`src/rtl/icache_miss_req_arbiter_if.sv`:
```
// -----------------------------------------------------------------------------
// icache_miss_req_arbiter_pkg / icache_miss_req_arbiter_if
//
// Purpose:
//   Shared request payload type for the ICache downstream request path, and
//   a valid/ready request channel interface used for three channels:
//   demand misses, prefetches and the downstream (L2/bus) request.
//
// Interface signals:
//   vld  valid, driven by the producer
//   pld  pc_req_t payload (addr / txnid / opcode), driven by the producer
//   rdy  ready, driven by the consumer; a transfer happens when vld & rdy
//
// Modports:
//   master  producer side (drives vld/pld, samples rdy)
//   slave   consumer side (samples vld/pld, drives rdy)
// -----------------------------------------------------------------------------
package icache_miss_req_arbiter_pkg;

  localparam int ADDR_W   = 32;
  localparam int TXNID_W  = 8;
  localparam int OPCODE_W = 4;

  localparam logic [OPCODE_W-1:0] DEMAND_OPCODE   = 4'h1;
  localparam logic [OPCODE_W-1:0] PREFETCH_OPCODE = 4'h2;

  typedef struct packed {
    logic [ADDR_W-1:0]   addr;
    logic [TXNID_W-1:0]  txnid;
    logic [OPCODE_W-1:0] opcode;
  } pc_req_t;

endpackage

interface icache_miss_req_arbiter_if;

  logic                                 vld;
  icache_miss_req_arbiter_pkg::pc_req_t pld;
  logic                                 rdy;

  modport master (output vld, output pld, input rdy);
  modport slave  (input vld, input pld, output rdy);

endinterface

```
`src/rtl/icache_miss_req_arbiter.sv`:
```
// -----------------------------------------------------------------------------
// icache_miss_req_arbiter
//
// Purpose:
//   Shares the single ICache downstream request channel between demand misses
//   (from the MSHR) and next-line prefetches. Demand wins by default; a
//   prefetch that has been passed over STARVE_LIMIT consecutive times while
//   eligible is forced through. Outstanding downstream transactions are
//   limited by a credit counter, and prefetches must leave PREF_RESERVE
//   credits untouched so that demand always has headroom. Prefetches that
//   target the same line as the current or most recent demand are dropped.
//   The downstream request is registered (one cycle of latency).
//
// Ports:
//   clk            clock
//   rst_n          asynchronous active-low reset
//   demand_req     slave channel: MSHR demand misses
//   pref_req       slave channel: prefetch engine requests (consumed when
//                  forwarded or dropped)
//   pref_enable    0: every prefetch is consumed and dropped
//   down_req       master channel: registered downstream request
//   down_rsp_vld   one downstream transaction completed (returns a credit)
//   credit_cnt     credits currently available
//   pref_drop_cnt  saturating count of line-duplicate prefetch drops
//   credit_err     sticky: credit returned while the counter was already full
// -----------------------------------------------------------------------------
module icache_miss_req_arbiter
  import icache_miss_req_arbiter_pkg::*;
#(
  parameter int MAX_OUTSTANDING = 8,
  parameter int PREF_RESERVE    = 1,
  parameter int STARVE_LIMIT    = 4,
  parameter int LINE_OFFSET_W   = 6,
  localparam int CW = $clog2(MAX_OUTSTANDING + 1)
) (
  input  logic                             clk,
  input  logic                             rst_n,
  icache_miss_req_arbiter_if.slave         demand_req,
  icache_miss_req_arbiter_if.slave         pref_req,
  input  logic                             pref_enable,
  icache_miss_req_arbiter_if.master        down_req,
  input  logic                             down_rsp_vld,
  output logic [CW-1:0]                    credit_cnt,
  output logic [15:0]                      pref_drop_cnt,
  output logic                             credit_err
);

  localparam int SW     = $clog2(STARVE_LIMIT + 1);
  localparam int LINE_W = ADDR_W - LINE_OFFSET_W;

  localparam logic [CW-1:0] MAX_CREDITS  = CW'(MAX_OUTSTANDING);
  localparam logic [CW-1:0] PREF_RSV     = CW'(PREF_RESERVE);
  localparam logic [SW-1:0] STARVE_MAX   = SW'(STARVE_LIMIT);

  // ---------------------------------------------------------------------------
  // State
  // ---------------------------------------------------------------------------
  logic              down_vld_reg;
  pc_req_t           down_pld_reg;
  logic [CW-1:0]     credit_reg;
  logic [SW-1:0]     starve_reg;
  logic [15:0]       drop_cnt_reg;
  logic              credit_err_reg;
  logic [LINE_W-1:0] last_line_reg;
  logic              last_line_vld_reg;

  // ---------------------------------------------------------------------------
  // Combinational arbitration
  // ---------------------------------------------------------------------------
  logic              out_free;
  logic [LINE_W-1:0] dem_line;
  logic [LINE_W-1:0] pref_line;
  logic              dup;
  logic              dem_ok;
  logic              pref_ok;
  logic              force_pref;
  logic              grant_pref;
  logic              grant_dem;
  logic              grant_any;
  logic              drop_dup;
  logic              drop_dis;

  // The output register can take a new request when it is empty or is being
  // emptied this very cycle.
  assign out_free = !down_vld_reg || down_req.rdy;

  assign dem_line  = demand_req.pld.addr[ADDR_W-1:LINE_OFFSET_W];
  assign pref_line = pref_req.pld.addr[ADDR_W-1:LINE_OFFSET_W];

  // A prefetch is redundant if demand is fetching (or just fetched) its line.
  // The comparison against the live demand uses demand valid, not demand
  // grant, so a stalled demand still suppresses its matching prefetch.
  assign dup = (demand_req.vld && (pref_line == dem_line)) ||
               (last_line_vld_reg && (pref_line == last_line_reg));

  assign dem_ok  = demand_req.vld && out_free && (credit_reg != '0);
  assign pref_ok = pref_req.vld && pref_enable && !dup && out_free &&
                   (credit_reg > PREF_RSV);

  assign force_pref = (starve_reg == STARVE_MAX);

  assign grant_pref = pref_ok && (force_pref || !dem_ok);
  assign grant_dem  = dem_ok && !grant_pref;
  assign grant_any  = grant_pref || grant_dem;

  // Drops never need an output slot or a credit.
  assign drop_dup = pref_req.vld && pref_enable && dup;
  assign drop_dis = pref_req.vld && !pref_enable;

  // Ready outputs are held low while reset is asserted; the state is frozen
  // during reset so nothing could legally be accepted anyway.
  assign demand_req.rdy = rst_n && grant_dem;
  assign pref_req.rdy   = rst_n && (grant_pref || drop_dup || drop_dis);

  // ---------------------------------------------------------------------------
  // Output register
  // ---------------------------------------------------------------------------
  always_ff @(posedge clk or negedge rst_n) begin
    if (!rst_n) begin
      down_vld_reg <= 1'b0;
      down_pld_reg <= '0;
    end else if (grant_pref) begin
      down_vld_reg <= 1'b1;
      down_pld_reg <= pref_req.pld;
    end else if (grant_dem) begin
      down_vld_reg <= 1'b1;
      down_pld_reg <= demand_req.pld;
    end else if (down_req.rdy) begin
      // Payload is left as-is; only valid drops once the beat is taken.
      down_vld_reg <= 1'b0;
    end
  end

  assign down_req.vld = down_vld_reg;
  assign down_req.pld = down_pld_reg;

  // ---------------------------------------------------------------------------
  // Last granted demand line (prefetch duplicate filter)
  // ---------------------------------------------------------------------------
  always_ff @(posedge clk or negedge rst_n) begin
    if (!rst_n) begin
      last_line_reg     <= '0;
      last_line_vld_reg <= 1'b0;
    end else if (grant_dem) begin
      last_line_reg     <= dem_line;
      last_line_vld_reg <= 1'b1;
    end
  end

  // ---------------------------------------------------------------------------
  // Credits
  // ---------------------------------------------------------------------------
  always_ff @(posedge clk or negedge rst_n) begin
    if (!rst_n) begin
      credit_reg     <= MAX_CREDITS;
      credit_err_reg <= 1'b0;
    end else begin
      unique case ({grant_any, down_rsp_vld})
        2'b10: credit_reg <= credit_reg - 1'b1;
        2'b01: begin
          // A return with nothing outstanding is a protocol error upstream;
          // the count is clamped rather than allowed to overflow.
          if (credit_reg == MAX_CREDITS) begin
            credit_err_reg <= 1'b1;
          end else begin
            credit_reg <= credit_reg + 1'b1;
          end
        end
        default: ; // idle, or grant and return cancel out
      endcase
    end
  end

  assign credit_cnt = credit_reg;
  assign credit_err = credit_err_reg;

  // ---------------------------------------------------------------------------
  // Anti-starvation counter
  // ---------------------------------------------------------------------------
  // Counts consecutive cycles where an eligible prefetch lost to demand.
  // Any prefetch consumption or a gap in prefetch valid restarts the count.
  always_ff @(posedge clk or negedge rst_n) begin
    if (!rst_n) begin
      starve_reg <= '0;
    end else if (!pref_req.vld || grant_pref || drop_dup || drop_dis) begin
      starve_reg <= '0;
    end else if (pref_ok && grant_dem && (starve_reg != STARVE_MAX)) begin
      starve_reg <= starve_reg + 1'b1;
    end
  end

  // ---------------------------------------------------------------------------
  // Duplicate drop counter (pref_enable=0 drops are intentionally excluded)
  // ---------------------------------------------------------------------------
  always_ff @(posedge clk or negedge rst_n) begin
    if (!rst_n) begin
      drop_cnt_reg <= '0;
    end else if (drop_dup && (drop_cnt_reg != 16'hFFFF)) begin
      drop_cnt_reg <= drop_cnt_reg + 16'd1;
    end
  end

  assign pref_drop_cnt = drop_cnt_reg;

endmodule
```
`src/flat_wrapper.sv`:
```
// flat-port wrapper written by rule: the top's interface ports become plain ports
module icache_miss_req_arbiter_flat import icache_miss_req_arbiter_pkg::*;
#(
  parameter int MAX_OUTSTANDING = 8,
  parameter int PREF_RESERVE    = 1,
  parameter int STARVE_LIMIT    = 4,
  parameter int LINE_OFFSET_W   = 6,
  localparam int CW = $clog2(MAX_OUTSTANDING + 1)
)
  (clk, rst_n, pref_enable, down_rsp_vld, credit_cnt, pref_drop_cnt, credit_err, demand_req_vld, demand_req_pld, demand_req_rdy, pref_req_vld, pref_req_pld, pref_req_rdy, down_req_vld, down_req_pld, down_req_rdy);
  icache_miss_req_arbiter_if demand_req_i ();
  icache_miss_req_arbiter_if pref_req_i ();
  icache_miss_req_arbiter_if down_req_i ();
  input  logic clk;
  input  logic rst_n;
  input  logic pref_enable;
  input  logic down_rsp_vld;
  output logic [CW-1:0] credit_cnt;
  output logic [15:0] pref_drop_cnt;
  output logic credit_err;
  input wire logic [$bits(demand_req_i.vld)-1:0] demand_req_vld;
  input wire logic [$bits(demand_req_i.pld)-1:0] demand_req_pld;
  output wire logic [$bits(demand_req_i.rdy)-1:0] demand_req_rdy;
  input wire logic [$bits(pref_req_i.vld)-1:0] pref_req_vld;
  input wire logic [$bits(pref_req_i.pld)-1:0] pref_req_pld;
  output wire logic [$bits(pref_req_i.rdy)-1:0] pref_req_rdy;
  output wire logic [$bits(down_req_i.vld)-1:0] down_req_vld;
  output wire logic [$bits(down_req_i.pld)-1:0] down_req_pld;
  input wire logic [$bits(down_req_i.rdy)-1:0] down_req_rdy;
  assign demand_req_i.vld = demand_req_vld;
  assign demand_req_i.pld = demand_req_pld;
  assign demand_req_rdy = demand_req_i.rdy;
  assign pref_req_i.vld = pref_req_vld;
  assign pref_req_i.pld = pref_req_pld;
  assign pref_req_rdy = pref_req_i.rdy;
  assign down_req_vld = down_req_i.vld;
  assign down_req_pld = down_req_i.pld;
  assign down_req_i.rdy = down_req_rdy;
  icache_miss_req_arbiter #(.MAX_OUTSTANDING(MAX_OUTSTANDING), .PREF_RESERVE(PREF_RESERVE), .STARVE_LIMIT(STARVE_LIMIT), .LINE_OFFSET_W(LINE_OFFSET_W)) u_core (.clk(clk), .rst_n(rst_n), .demand_req(demand_req_i), .pref_req(pref_req_i), .pref_enable(pref_enable), .down_req(down_req_i), .down_rsp_vld(down_rsp_vld), .credit_cnt(credit_cnt), .pref_drop_cnt(pref_drop_cnt), .credit_err(credit_err));
endmodule
```
`config.mk`:
```
export PLATFORM = sky130hd
export DESIGN_NAME = icache_miss_req_arbiter_flat
export DESIGN_NICKNAME = d
export VERILOG_FILES = /design/src/rtl/icache_miss_req_arbiter_if.sv /design/src/rtl/icache_miss_req_arbiter.sv /design/src/flat_wrapper.sv
export SDC_FILE = /design/constraint.sdc
export NUM_CORES = 1
export LEC_CHECK = 0
export CAP_MARGIN = 15
export CORE_MARGIN = 2
export CORE_UTILIZATION = 41
export CTS_CLUSTER_DIAMETER = 50
export DETAILED_ROUTE_END_ITERATION = 10
export PLACE_DENSITY = 0.76
export SYNTH_ARGS = -nofsm -noshare
export SYNTH_HDL_FRONTEND = slang
export SYNTH_SLANG_ARGS = --single-unit
```
`constraint.sdc`:
```
create_clock -name clk -period 2.4 [get_ports clk]
set_clock_uncertainty 0.05 [all_clocks]
set_input_delay 0.48 -clock clk [delete_from_list [all_inputs] [get_ports clk]]
set_output_delay 0.48 -clock clk [all_outputs]
set_load 0.005 [all_outputs]
```
# Word-level counts from Yosys, hierarchy flattened
# Index checks and enable logic that the tools add are counted.
# Widths: inputs -> output; s select.
# totals
out_inout_bits	68
inputBits	95
elab_cells	72
reg_bits	96
# classes
addsub	4
reduce_logical	39
eq_ne	9
muxes	9
n_lt_le_gt_ge	1
# op_table
operator	count
$mux 44	2
$eq 26x26->1	2
$logic_and 1x1->1	17
$add 16x1->16 const B	1
$ne 16x16->1 const B	1
$logic_or 1x1->1	9
$pmux 4 s2	1
$logic_not 1->1	6
$mux 3	2
$reduce_bool 2->1	3
$add 4x1->4 const B	1
$eq 4x4->1 const B	1
$gt 4x1->1 const B	1
$mux 4	1
$reduce_and 2->1	2
$reduce_bool 4->1	1
$sub 4x1->4 const B	1
$add 3x1->3 const B	1
$eq 3x3->1 const B	1
$mux 1	3
$ne 3x3->1 const B	1
$reduce_bool 3->1	1
$eq 2x1->1 const B	1
$eq 2x2->1 const B	1
$ne 2x2->1 const B	1

# Longest topological paths before layout
# Gate-level depths: netlist of the first run.
# depth
word_depth	14
depth_mapped	10
ltp_nobuf	8

# Worst setup path before layout of the first run
# Ideal clock, no wire load.
# synth_timing
kind	register to output
start	register u_core.credit_reg[1] (netlist: u_core.credit_cnt[1])
end	output port demand_req_rdy
path_slack_ns	-0.062
t_arrival_ns	1.932
stages_incl_launch_ff	10
n_path_buf	1
t_required_ns	1.870
cell_sequence	dfrtp_1 -> inv_1 -> ha_1 -> inv_1 -> o311a_1 -> nand2_1 -> nand4b_2 -> nand2_1 -> buf_2 -> nor2_1
# synth_via
elab_chain_cells	8
# synth_lines
item	line	text
start: declaration	icache_miss_req_arbiter.sv:60	logic [CW-1:0] credit_reg;
start signal: assignment	icache_miss_req_arbiter.sv:159	2'b10: credit_reg <= credit_reg - 1'b1;
start signal: assignment	icache_miss_req_arbiter.sv:166	credit_reg <= credit_reg + 1'b1;
parallel branches: the longest is 6 deep, another holds $gt 4x1->1	--	
$logic_and 1x1->1 (*)	icache_miss_req_arbiter.sv:103	assign grant_dem = dem_ok && !grant_pref;
$logic_and 1x1->1 (*)	icache_miss_req_arbiter.sv:112	assign demand_req.rdy = rst_n && grant_dem;
end: declaration	flat_wrapper.sv:23	output wire logic [$bits(demand_req_i.rdy)-1:0] demand_req_rdy;
# Mark *: on every way between the ends.

# Worst setup path after layout of the first run
# layout_timing
start	input port pref_req_pld[33]
end	output port pref_req_rdy
# layout_via
elab_chain_cells	11
# layout_lines
item	line	text
start: declaration	flat_wrapper.sv:25	input wire logic [$bits(pref_req_i.pld)-1:0] pref_req_pld;
$eq 26x26->1, on equally long branches	icache_miss_req_arbiter.sv:93, icache_miss_req_arbiter.sv:94	
$logic_and 1x1->1, on equally long branches	icache_miss_req_arbiter.sv:93, icache_miss_req_arbiter.sv:94	
$logic_or 1x1->1 (*)	icache_miss_req_arbiter.sv:93	assign dup = (demand_req.vld && (pref_line == dem_line)) ||
$logic_not 1->1	icache_miss_req_arbiter.sv:97	assign pref_ok = pref_req.vld && pref_enable && !dup && out_free &&
$logic_and 1x1->1 (3 in a row)	icache_miss_req_arbiter.sv:97	
$logic_and 1x1->1	icache_miss_req_arbiter.sv:102	assign grant_pref = pref_ok && (force_pref || !dem_ok);
$logic_or 1x1->1 (*) (2 in a row)	icache_miss_req_arbiter.sv:113	assign pref_req.rdy = rst_n && (grant_pref || drop_dup || drop_dis);
$logic_and 1x1->1 (*)	icache_miss_req_arbiter.sv:113	
end: declaration	flat_wrapper.sv:26	output wire logic [$bits(pref_req_i.rdy)-1:0] pref_req_rdy;
# Every way passes the cells marked *; elsewhere a longest branch is shown, timed or not.

==> results of run 1 <==
==> per-layer routing <==
layer / wire length, um / global-route usage [%] / share of wire, %
met1: 6530 / 32.2 / 41
met2: 7700 / 41.0 / 49
met3: 1320 / 8.10 / 8.3
met4: 262 / 6.10 / 1.7
met5: 0 / 0 / 0
==> logic make-up (layout without fill, tap and decap cells) <==
logic type      after synthesis  in the layout  share of synthesized area [%]
xor+xnor                     69             69                           12.6
flops                        96             96                           50.2
fa+ha+maj                     7              7                           1.83
simple gates                118            118                           14.8
compound gates               92             92                           17.2
mux                           2              2                          0.444
buf+inv                      30            249                           2.93
==> final cells by class <==
cell class | count | area share (%)
Tap cell | 143 | 2.33
Inverter | 7 | 0.342
Timing Repair Buffer | 227 | 30.1
Sequential cell | 96 | 31.3
Clock buffer | 12 | 3.21
Multi-Input combinational cell | 288 | 32.5
Clock inverter | 3 | 0.244
==> power by group <==
group	switching [mW]	internal, mW
clock network	0.599	0.724
registers	0.454	2.27
logic	1.42	2.23
total	2.48	5.23
==> per-stage QoR <==
step           std cells  setup WS [ns]  hold WS, ns
3_5_place_dp         743         -0.965        0.420
4_1_cts              773         -0.224       0.0983
5_1_grt              776         -0.338        0.112
2_1_floorplan        414        0.00208        0.134
3_3_place_gp         743         -0.955        0.409
6_report             776         -0.268       0.0955
==> worst paths after layout <==
path / startpoint / endpoint / depth (start not counted)
setup / recovery: pref_req_pld[33] / pref_req_rdy / 10
hold / removal: rst_n / u_core.credit_err / 2
setup reg to reg: u_core.last_line_reg[12] / u_core.down_req.pld[16] / 12
hold reg to reg: u_core.last_line_vld_reg / u_core.last_line_vld_reg / 1
max in group asynchronous: rst_n / u_core.last_line_reg[21] / 3
min in group clk: pref_req_pld[37] / u_core.down_req.pld[37] / 2
==> cells in the mapped netlist, types with 3 or more instances <==
| library cell | n | area share, % |
|---|---|---|
| and3_4 | 3 | 0.71 |
| nor3_1 | 3 | 0.31 |
| nand3_1 | 12 | 1.3 |
| dfrtp_1 | 95 | 50 |
| nand4_1 | 20 | 2.6 |
| inv_1 | 7 | 0.55 |
| xnor2_1 | 67 | 12 |
| a21oi_1 | 6 | 0.63 |
| a21o_1 | 28 | 4.4 |
| clkbuf_1 | 10 | 0.78 |
| nor2_1 | 10 | 0.78 |
| a221o_1 | 44 | 9.2 |
| nand2_1 | 15 | 1.2 |
| ha_1 | 7 | 1.8 |
| buf_2 | 10 | 1.0 |
| and3_1 | 45 | 5.9 |
==> timing repair <==
| item | in CTS | in global routing |
|---|---|---|
| gates resized for setup | 108 | 27 |
| gates cloned | 7 | 2 |
| hold endpoints to repair | 0 | 0 |
| pin swaps | 71 | 45 |
| setup endpoints to repair | 94 | 68 |
| buffers inserted | 8 | 5 |
==> flow_summary.json, run 1 <==
{
  "outcome": "complete, but fails checks",
  "violations": "negative setup slack",
  "clock_latency_ns": 0.34,
  "largest_register_ffs": 44,
  "gp_congestion": 0.835,
  "syn_avg_cell_area_sq_um": 11.6,
  "hold_viol": 0,
  "viasPerCell": 5.70,
  "ant_nets": 0,
  "regArea_sq_um": 2400,
  "placed_area_sq_um": 6910,
  "avgRoutedWirePerCell_um": 20.4,
  "crit_required_ns": 1.87,
  "power.density_nw_per_um2": 1000,
  "path_cells": "dlygate4sd2_1, xnor2_1, nand4_1, nor4_4, a22oi_4, buf_6, nand2_2, nand2_2, a21oi_2, buf_2",
  "diodes": 0,
  "wl_mm": 15.8,
  "cts_tree": "done",
  "crit_buf_inv": 3,
  "syn_inst": 414,
  "multi_input_area_sq_um": 2500,
  "layout-drive-gt1-share_pct": 20.9,
  "finalWorstSetupSlack_ns": -0.268,
  "grt_use_total_pct": 24.9,
  "setup_viol_count_final": 68,
  "io_buffers": 162,
  "ys_ff_latch": 96,
  "synth.distinct_cells": 42,
  "yosys_most_used_dff": "dfrtp_1",
  "grt_max_degree": 70,
  "critPathKind": "in2out",
  "num_vias": 4424,
  "antenna_found_initial": 0,
  "hpwl_mm": 10.3,
  "io-pin-count": 163,
  "synthArstFlopShare_pct": 100,
  "grt_overflow_total": 0,
  "fillers": 890,
  "syn_to_final_growth_pct": 60.5,
  "cts_max_level": 3,
  "numCtsBuffers": 9,
  "hold_class": "in2async",
  "syn_nets": 516,
  "tns_ns": -12.23,
  "end_kind": "output pin",
  "cts_buffer_depth": 2,
  "synth_area_sq_um": 4790,
  "r2r_slack_ns": -0.24,
  "ys_warn_count": 0,
  "worstMarginPinSlew_ns": 0.873,
  "dieArea_sq_um": 12600,
  "drt_iter0_markers": 274,
  "critPathMostFrequentCell": "nand2_2",
  "ir_drop_mv": 0.553,
  "drt-pass1-iter-count": 4,
  "fmax_mhz": 375,
  "rows": 39,
  "power_mw": 7.70,
  "maxCapViolCount": 0,
  "yosysSeqAreaShare_pct": 50.2,
  "cp.arrival_ns": 2.14,
  "fin_area_sq_um": 7690,
  "clock-sinks": 96,
  "core-area_sq_um": 11400,
  "die_x_um": 112,
  "die_h_um": 112,
  "cts-root-buf": "clkbuf_16",
  "hold_buffers": 0,
  "clkTransAtPathRegs_ns": 0.06,
  "design.final.nets": 731,
  "synth_edf_count": 0,
  "rsz0062_at_grt": "yes",
  "grt_pass1_vias": 4613,
  "cp_slowest_stage_delay_ns": 0.37,
  "final_cell_mix": "clkdlybuf4s50_1 (106), dfrtp_1 (94), xnor2_1 (49)",
  "setup.worst_path.start_class": "primary input",
  "start_util_pct": 41.9,
  "layout_commonest_cell": "clkdlybuf4s50_1",
  "drc": 0,
  "final_util_pct": 67.3,
  "path_max_fanout": 3,
  "min_period_over_period_pct": 111,
  "finalMaxSlewViolations": 0,
  "fin_crit_ns": 2.67,
  "slowest_stage": "nor4_4",
  "slew_headroom_pct": 41.8,
  "grt_pass1_wl_mm": 24.7,
  "crit_family": "simple AND/OR/NAND/NOR gates",
  "p_leak_nw": 3.63
}
Power figures use the tool's default switching activity.
==> inputs of run 2 (changes only) <==
PLACE_DENSITY = 0.88   (was 0.76)
==> flow_summary.json, run 2 (same netlist as run 1, synthesis figures left out) <==
{
  "outcome": "complete, but fails checks",
  "violations": "negative setup slack",
  "fin_area_sq_um": 7590,
  "p_clk_share_pct": 20.1,
  "die_h_um": 112,
  "io-pin-count": 163,
  "layout-drive-gt1-share_pct": 20.5,
  "sw_frac_of_total_pct": 31.3,
  "start_util_pct": 41.9,
  "cts-root-buf": "clkbuf_16",
  "grt_max_degree": 57,
  "cp.arrival_ns": 2.09,
  "maxCapViolCount": 0,
  "layout_commonest_cell": "clkdlybuf4s50_1",
  "num_vias": 4429,
  "hold_viol": 0,
  "seqPwrFrac_pct": 34.9,
  "p_leak_nw": 3.60,
  "crit_buf_inv": 4,
  "grt_use_total_pct": 25.2,
  "path_max_fanout": 3,
  "path_cells": "dlygate4sd2_1, xnor2_1, nand4_1, nor3_2, buf_4, a22oi_4, buf_6, nand2_4, nand2_2, a21oi_2, buf_2",
  "ir_drop_mv": 0.612,
  "hold_class": "in2async",
  "end_kind": "output pin",
  "finalWorstSetupSlack_ns": -0.218,
  "cts_tree": "done",
  "crit_family": "buffers and inverters",
  "drt_iter0_markers": 254,
  "grt_pass1_wl_mm": 25.0,
  "wl_mm": 16.0,
  "gp_congestion": 0.894,
  "dieArea_sq_um": 12600,
  "min_period_over_period_pct": 109,
  "intPower_mw": 5.37,
  "crit_required_ns": 1.87,
  "power.density_nw_per_um2": 1030,
  "rsz0062_at_grt": "yes",
  "fmax_mhz": 382,
  "placed_area_sq_um": 6910,
  "drc": 0,
  "final_cell_mix": "clkdlybuf4s50_1 (107), dfrtp_1 (95), xnor2_1 (47)",
  "clock-sinks": 96,
  "slowest_stage": "dlygate4sd2_1",
  "hpwl_mm": 10.9,
  "fin_crit_ns": 2.62,
  "grt_pass1_vias": 4770,
  "numCtsBuffers": 9,
  "setup.worst_path.start_class": "primary input",
  "hold_buffers": 0,
  "largest_register_ffs": 44,
  "p_switching_mw": 2.45,
  "clkTransAtPathRegs_ns": 0.07,
  "worstMarginPinSlew_ns": 0.708,
  "clock_latency_ns": 0.34,
  "grt_overflow_total": 0,
  "cts_buffer_depth": 2,
  "setup_viol_count_final": 68,
  "viasPerCell": 5.76,
  "finalMaxSlewViolations": 0,
  "cp_slowest_stage_delay_ns": 0.29,
  "antenna_found_initial": 2,
  "core-area_sq_um": 11400,
  "avgRoutedWirePerCell_um": 20.9,
  "final_util_pct": 66.5,
  "syn_to_final_growth_pct": 58.5,
  "cts_max_level": 3,
  "io_buffers": 162,
  "ant_nets": 0,
  "die_x_um": 112,
  "design.final.nets": 721,
  "drt-pass1-iter-count": 5,
  "rows": 39,
  "pwr-share-comb_pct": 45.0,
  "critPathKind": "in2out",
  "slew_headroom_pct": 52.8
}
==> run 2: metal layers <==
layer  vias up  track usage, %  share of wire [%]
li1       1973               -                  -
met1      2221            31.6                 40
met2       200            43.3                 52
met3        35            4.86                5.7
met4         0            9.92                2.4
met5         -               0                  0
==> run 2: power by group through the flow <==
| stage | clock (mW) | combinational, mW | sequential [mW] |
|---|---|---|---|
| 6_report | 1.57 | 3.52 | 2.73 |
| 5_1_grt | 1.67 | 3.76 | 2.79 |
| 4_1_cts | 1.61 | 3.41 | 2.70 |
| 3_5_place_dp | 0 | 3.23 | 2.71 |
| 3_3_place_gp | 0 | 3.12 | 2.68 |
| 2_1_floorplan | 0 | 1.35 | 2.71 |
==> run 2: worst paths after layout <==
check | from | to | slack (ns) | cells past startpoint
setup / recovery | pref_req_pld[38] | pref_req_rdy | -0.22 | 11
hold / removal | rst_n | u_core.down_req.pld[42] | 0.18 | 2
setup reg to reg | u_core.last_line_reg[0] | u_core.pref_drop_cnt[9] | -0.18 | 11
hold reg to reg | u_core.last_line_vld_reg | u_core.last_line_vld_reg | 0.43 | 1
max in group asynchronous | rst_n | u_core.credit_cnt[0] | 0.99 | 3
min in group clk | pref_req_pld[21] | u_core.down_req.pld[21] | 0.42 | 2
==> run 2: stage by stage <==
step                      hold slack, ns  TNS (ns)  power, mW  cells  setup slack [ns]
after global routing               0.228    -12.21       8.22    769            -0.326
after global placement             0.401    -45.92       5.80    739            -0.851
final                              0.177     -6.42       7.81    769            -0.218
after detailed placement           0.407    -53.74       5.94    739            -0.906
after floorplan                    0.134         0       4.06    414           0.00208
after CTS                          0.198     -8.51       7.72    764            -0.245
==> run 2: cell type report <==
type | instances | area (sq um)
Inverter | 7 | 26.3
Clock inverter | 5 | 78.8
Timing Repair Buffer | 217 | 2160
Antenna cell | 2 | 5.00
Multi-Input combinational cell | 288 | 2490
Fill cell | 889 | 3830
Clock buffer | 11 | 253
Tap cell | 143 | 179
Sequential cell | 96 | 2400
==> run 2: timing repair <==
item | 4_1_cts | 5_1_grt
endpoints found under the setup margin | 94 | 68
buffers inserted | 6 | 1
gates cloned | 3 | 3
pin swaps | 38 | 36
hold endpoints to repair | 0 | 0
resized for setup | 92 | 31
==> inputs of run 3 (changes only) <==
CORE_ASPECT_RATIO = 0.7   (was default)
GPL_TIMING_DRIVEN = 0   (was default)
==> flow_summary.json, run 3 (same netlist as run 1, synthesis figures left out) <==
{
  "outcome": "complete, but fails checks",
  "violations": "negative setup slack",
  "clock-sinks": 96,
  "grt_pass1_vias": 4598,
  "ant_nets": 0,
  "rsz0062_at_grt": "yes",
  "die_h_um": 94.4,
  "clkTransAtPathRegs_ns": 0.06,
  "design.final.nets": 729,
  "gp_congestion": 0.875,
  "avgRoutedWirePerCell_um": 21.0,
  "fin_area_sq_um": 7770,
  "finalMaxSlewViolations": 0,
  "io_buffers": 162,
  "largest_register_ffs": 44,
  "setup_viol_count_final": 67,
  "cts_max_level": 3,
  "path_max_fanout": 3,
  "p_leak_nw": 3.63,
  "hold_class": "in2async",
  "fmax_mhz": 367,
  "wl_mm": 16.5,
  "drt-pass1-iter-count": 5,
  "ir_drop_mv": 0.463,
  "finalNonFillerCells": 786,
  "crit_required_ns": 1.87,
  "hpwl_mm": 11.1,
  "layout-drive-gt1-share_pct": 24.1,
  "slowest_stage": "nor4_4",
  "grt_use_total_pct": 25.8,
  "dp.cells": 730,
  "grt_overflow_total": 0,
  "numCtsBuffers": 9,
  "dieArea_sq_um": 12600,
  "path_cells": "clkdlybuf4s15_1, xnor2_1, nand4_1, nor4_4, a22oi_4, buf_6, nand2_2, nand2_2, a21oi_2, buf_2",
  "min_period_over_period_pct": 113,
  "finalWorstSetupSlack_ns": -0.321,
  "setup.worst_path.start_class": "primary input",
  "end_kind": "output pin",
  "drc": 0,
  "drt_iter0_markers": 256,
  "clock_latency_ns": 0.34,
  "grt_pass1_wl_mm": 24.8,
  "grt_max_degree": 51,
  "maxCapViolCount": 0,
  "layout_commonest_cell": "clkdlybuf4s50_1",
  "crit_family": "simple AND/OR/NAND/NOR gates",
  "num_vias": 4491,
  "viasPerCell": 5.71,
  "critPathMostFrequentCell": "nand2_2",
  "cp.arrival_ns": 2.19,
  "final_cell_mix": "clkdlybuf4s50_1 (106), dfrtp_1 (94), xnor2_1 (49)",
  "core-area_sq_um": 11200,
  "fillers": 823,
  "syn_to_final_growth_pct": 62.2,
  "placed_area_sq_um": 6630,
  "rows": 32,
  "antenna_found_initial": 1,
  "critPathKind": "in2out",
  "fin_crit_ns": 2.72,
  "io-pin-count": 163,
  "crit_buf_inv": 3,
  "cts_tree": "done",
  "die_x_um": 133,
  "hold_viol": 0,
  "worstMarginPinSlew_ns": 0.789,
  "slew_headroom_pct": 47.2,
  "start_util_pct": 42.7,
  "cts-root-buf": "clkbuf_16",
  "power.density_nw_per_um2": 1010,
  "cp_slowest_stage_delay_ns": 0.37,
  "cts_buffer_depth": 2
}
run 3: cell types whose count changed in the layout (fill, tap and decap cells not counted), moves of 3 or more:
cell and change:
nand3_2 +3, buf_6 +18, clkdlybuf4s15_2 +3, dlygate4sd2_1 -7, clkbuf_1 +5, buf_12 -5
clkbuf_8 +3, buf_8 +3, clkbuf_16 -3, nand3_1 -5, buf_4 -15
run 3: worst register-to-register path: stages (launching register included):
cell	delay [ns]
dfrtp_1	0.40
xnor2_1	0.21
nand4_1	0.21
nor4_4	0.37
a22oi_4	0.13
buf_6	0.16
buf_4	0.16
buf_6	0.12
nand3_4	0.11
nor2_4	0.09
buf_6	0.15
a221o_1	0.35
run 3: path summary, 6_finish.rpt:
| path | start | to | slack (ns) | cells after the start |
|---|---|---|---|---|
| max in group asynchronous | rst_n | u_core.credit_cnt[3] | 1.48 | 2 |
| min in group clk | pref_req_pld[37] | u_core.down_req.pld[37] | 0.41 | 2 |
| setup / recovery | pref_req_pld[33] | pref_req_rdy | -0.32 | 10 |
| hold / removal | rst_n | u_core.down_req.pld[3] | 0.11 | 1 |
| setup reg to reg | u_core.last_line_reg[15] | u_core.down_req.pld[16] | -0.22 | 11 |
| hold reg to reg | u_core.pref_drop_cnt[14] | u_core.pref_drop_cnt[14] | 0.44 | 1 |
run 3: metrics by stage:
step	hold slack (ns)	util [%]	power, mW	TNS, ns	setup WS [ns]
after detailed placement	0.421	59.1	5.62	-74.61	-1.59
after floorplan	0.134	-	4.06	0	0.00208
final	0.112	69.3	7.86	-12.26	-0.321
after CTS	0.137	67.3	7.60	-6.11	-0.299
after global placement	0.401	58.9	5.51	-331.49	-3.34
after global routing	0.167	69.3	8.23	-14.98	-0.399
run 3: area by class of cell:
cell class | instances | area (sq um) | share of cell area, %
plain buffers | 20 | 203 | 2.61
inverters | 7 | 26.3 | 0.338
diodes | 1 | 2.50 | 0.0322
flip-flops and latches | 96 | 2400 | 31.0
well taps | 153 | 191 | 2.46
multi-input cells | 289 | 2630 | 33.9
clock inverters | 5 | 86.3 | 1.11
repair buffers | 204 | 1970 | 25.3
clock buffers | 11 | 253 | 3.25
run 3: per-layer routing:
metal	share of wire [%]	global-route usage [%]	wire length, um
met4	1.5	6.03	250
met5	0	0	0
met3	8.6	6.66	1420
met2	46	42.2	7560
met1	44	34.9	7250
run 3: timing repair:
item                       CTS  global route
pin swaps                   99            38
setup endpoints to repair   97            89
resized for setup          171            49
setup buffers               25            13
hold buffers                 0             0
gates cloned                 4             2
run 3: power by group:
part / switching, mW / leakage (nW) / internal (mW)
sequential: 0.487 / 1.21 / 2.27
clock: 0.633 / 0.166 / 0.978
combinational: 1.42 / 2.26 / 2.07
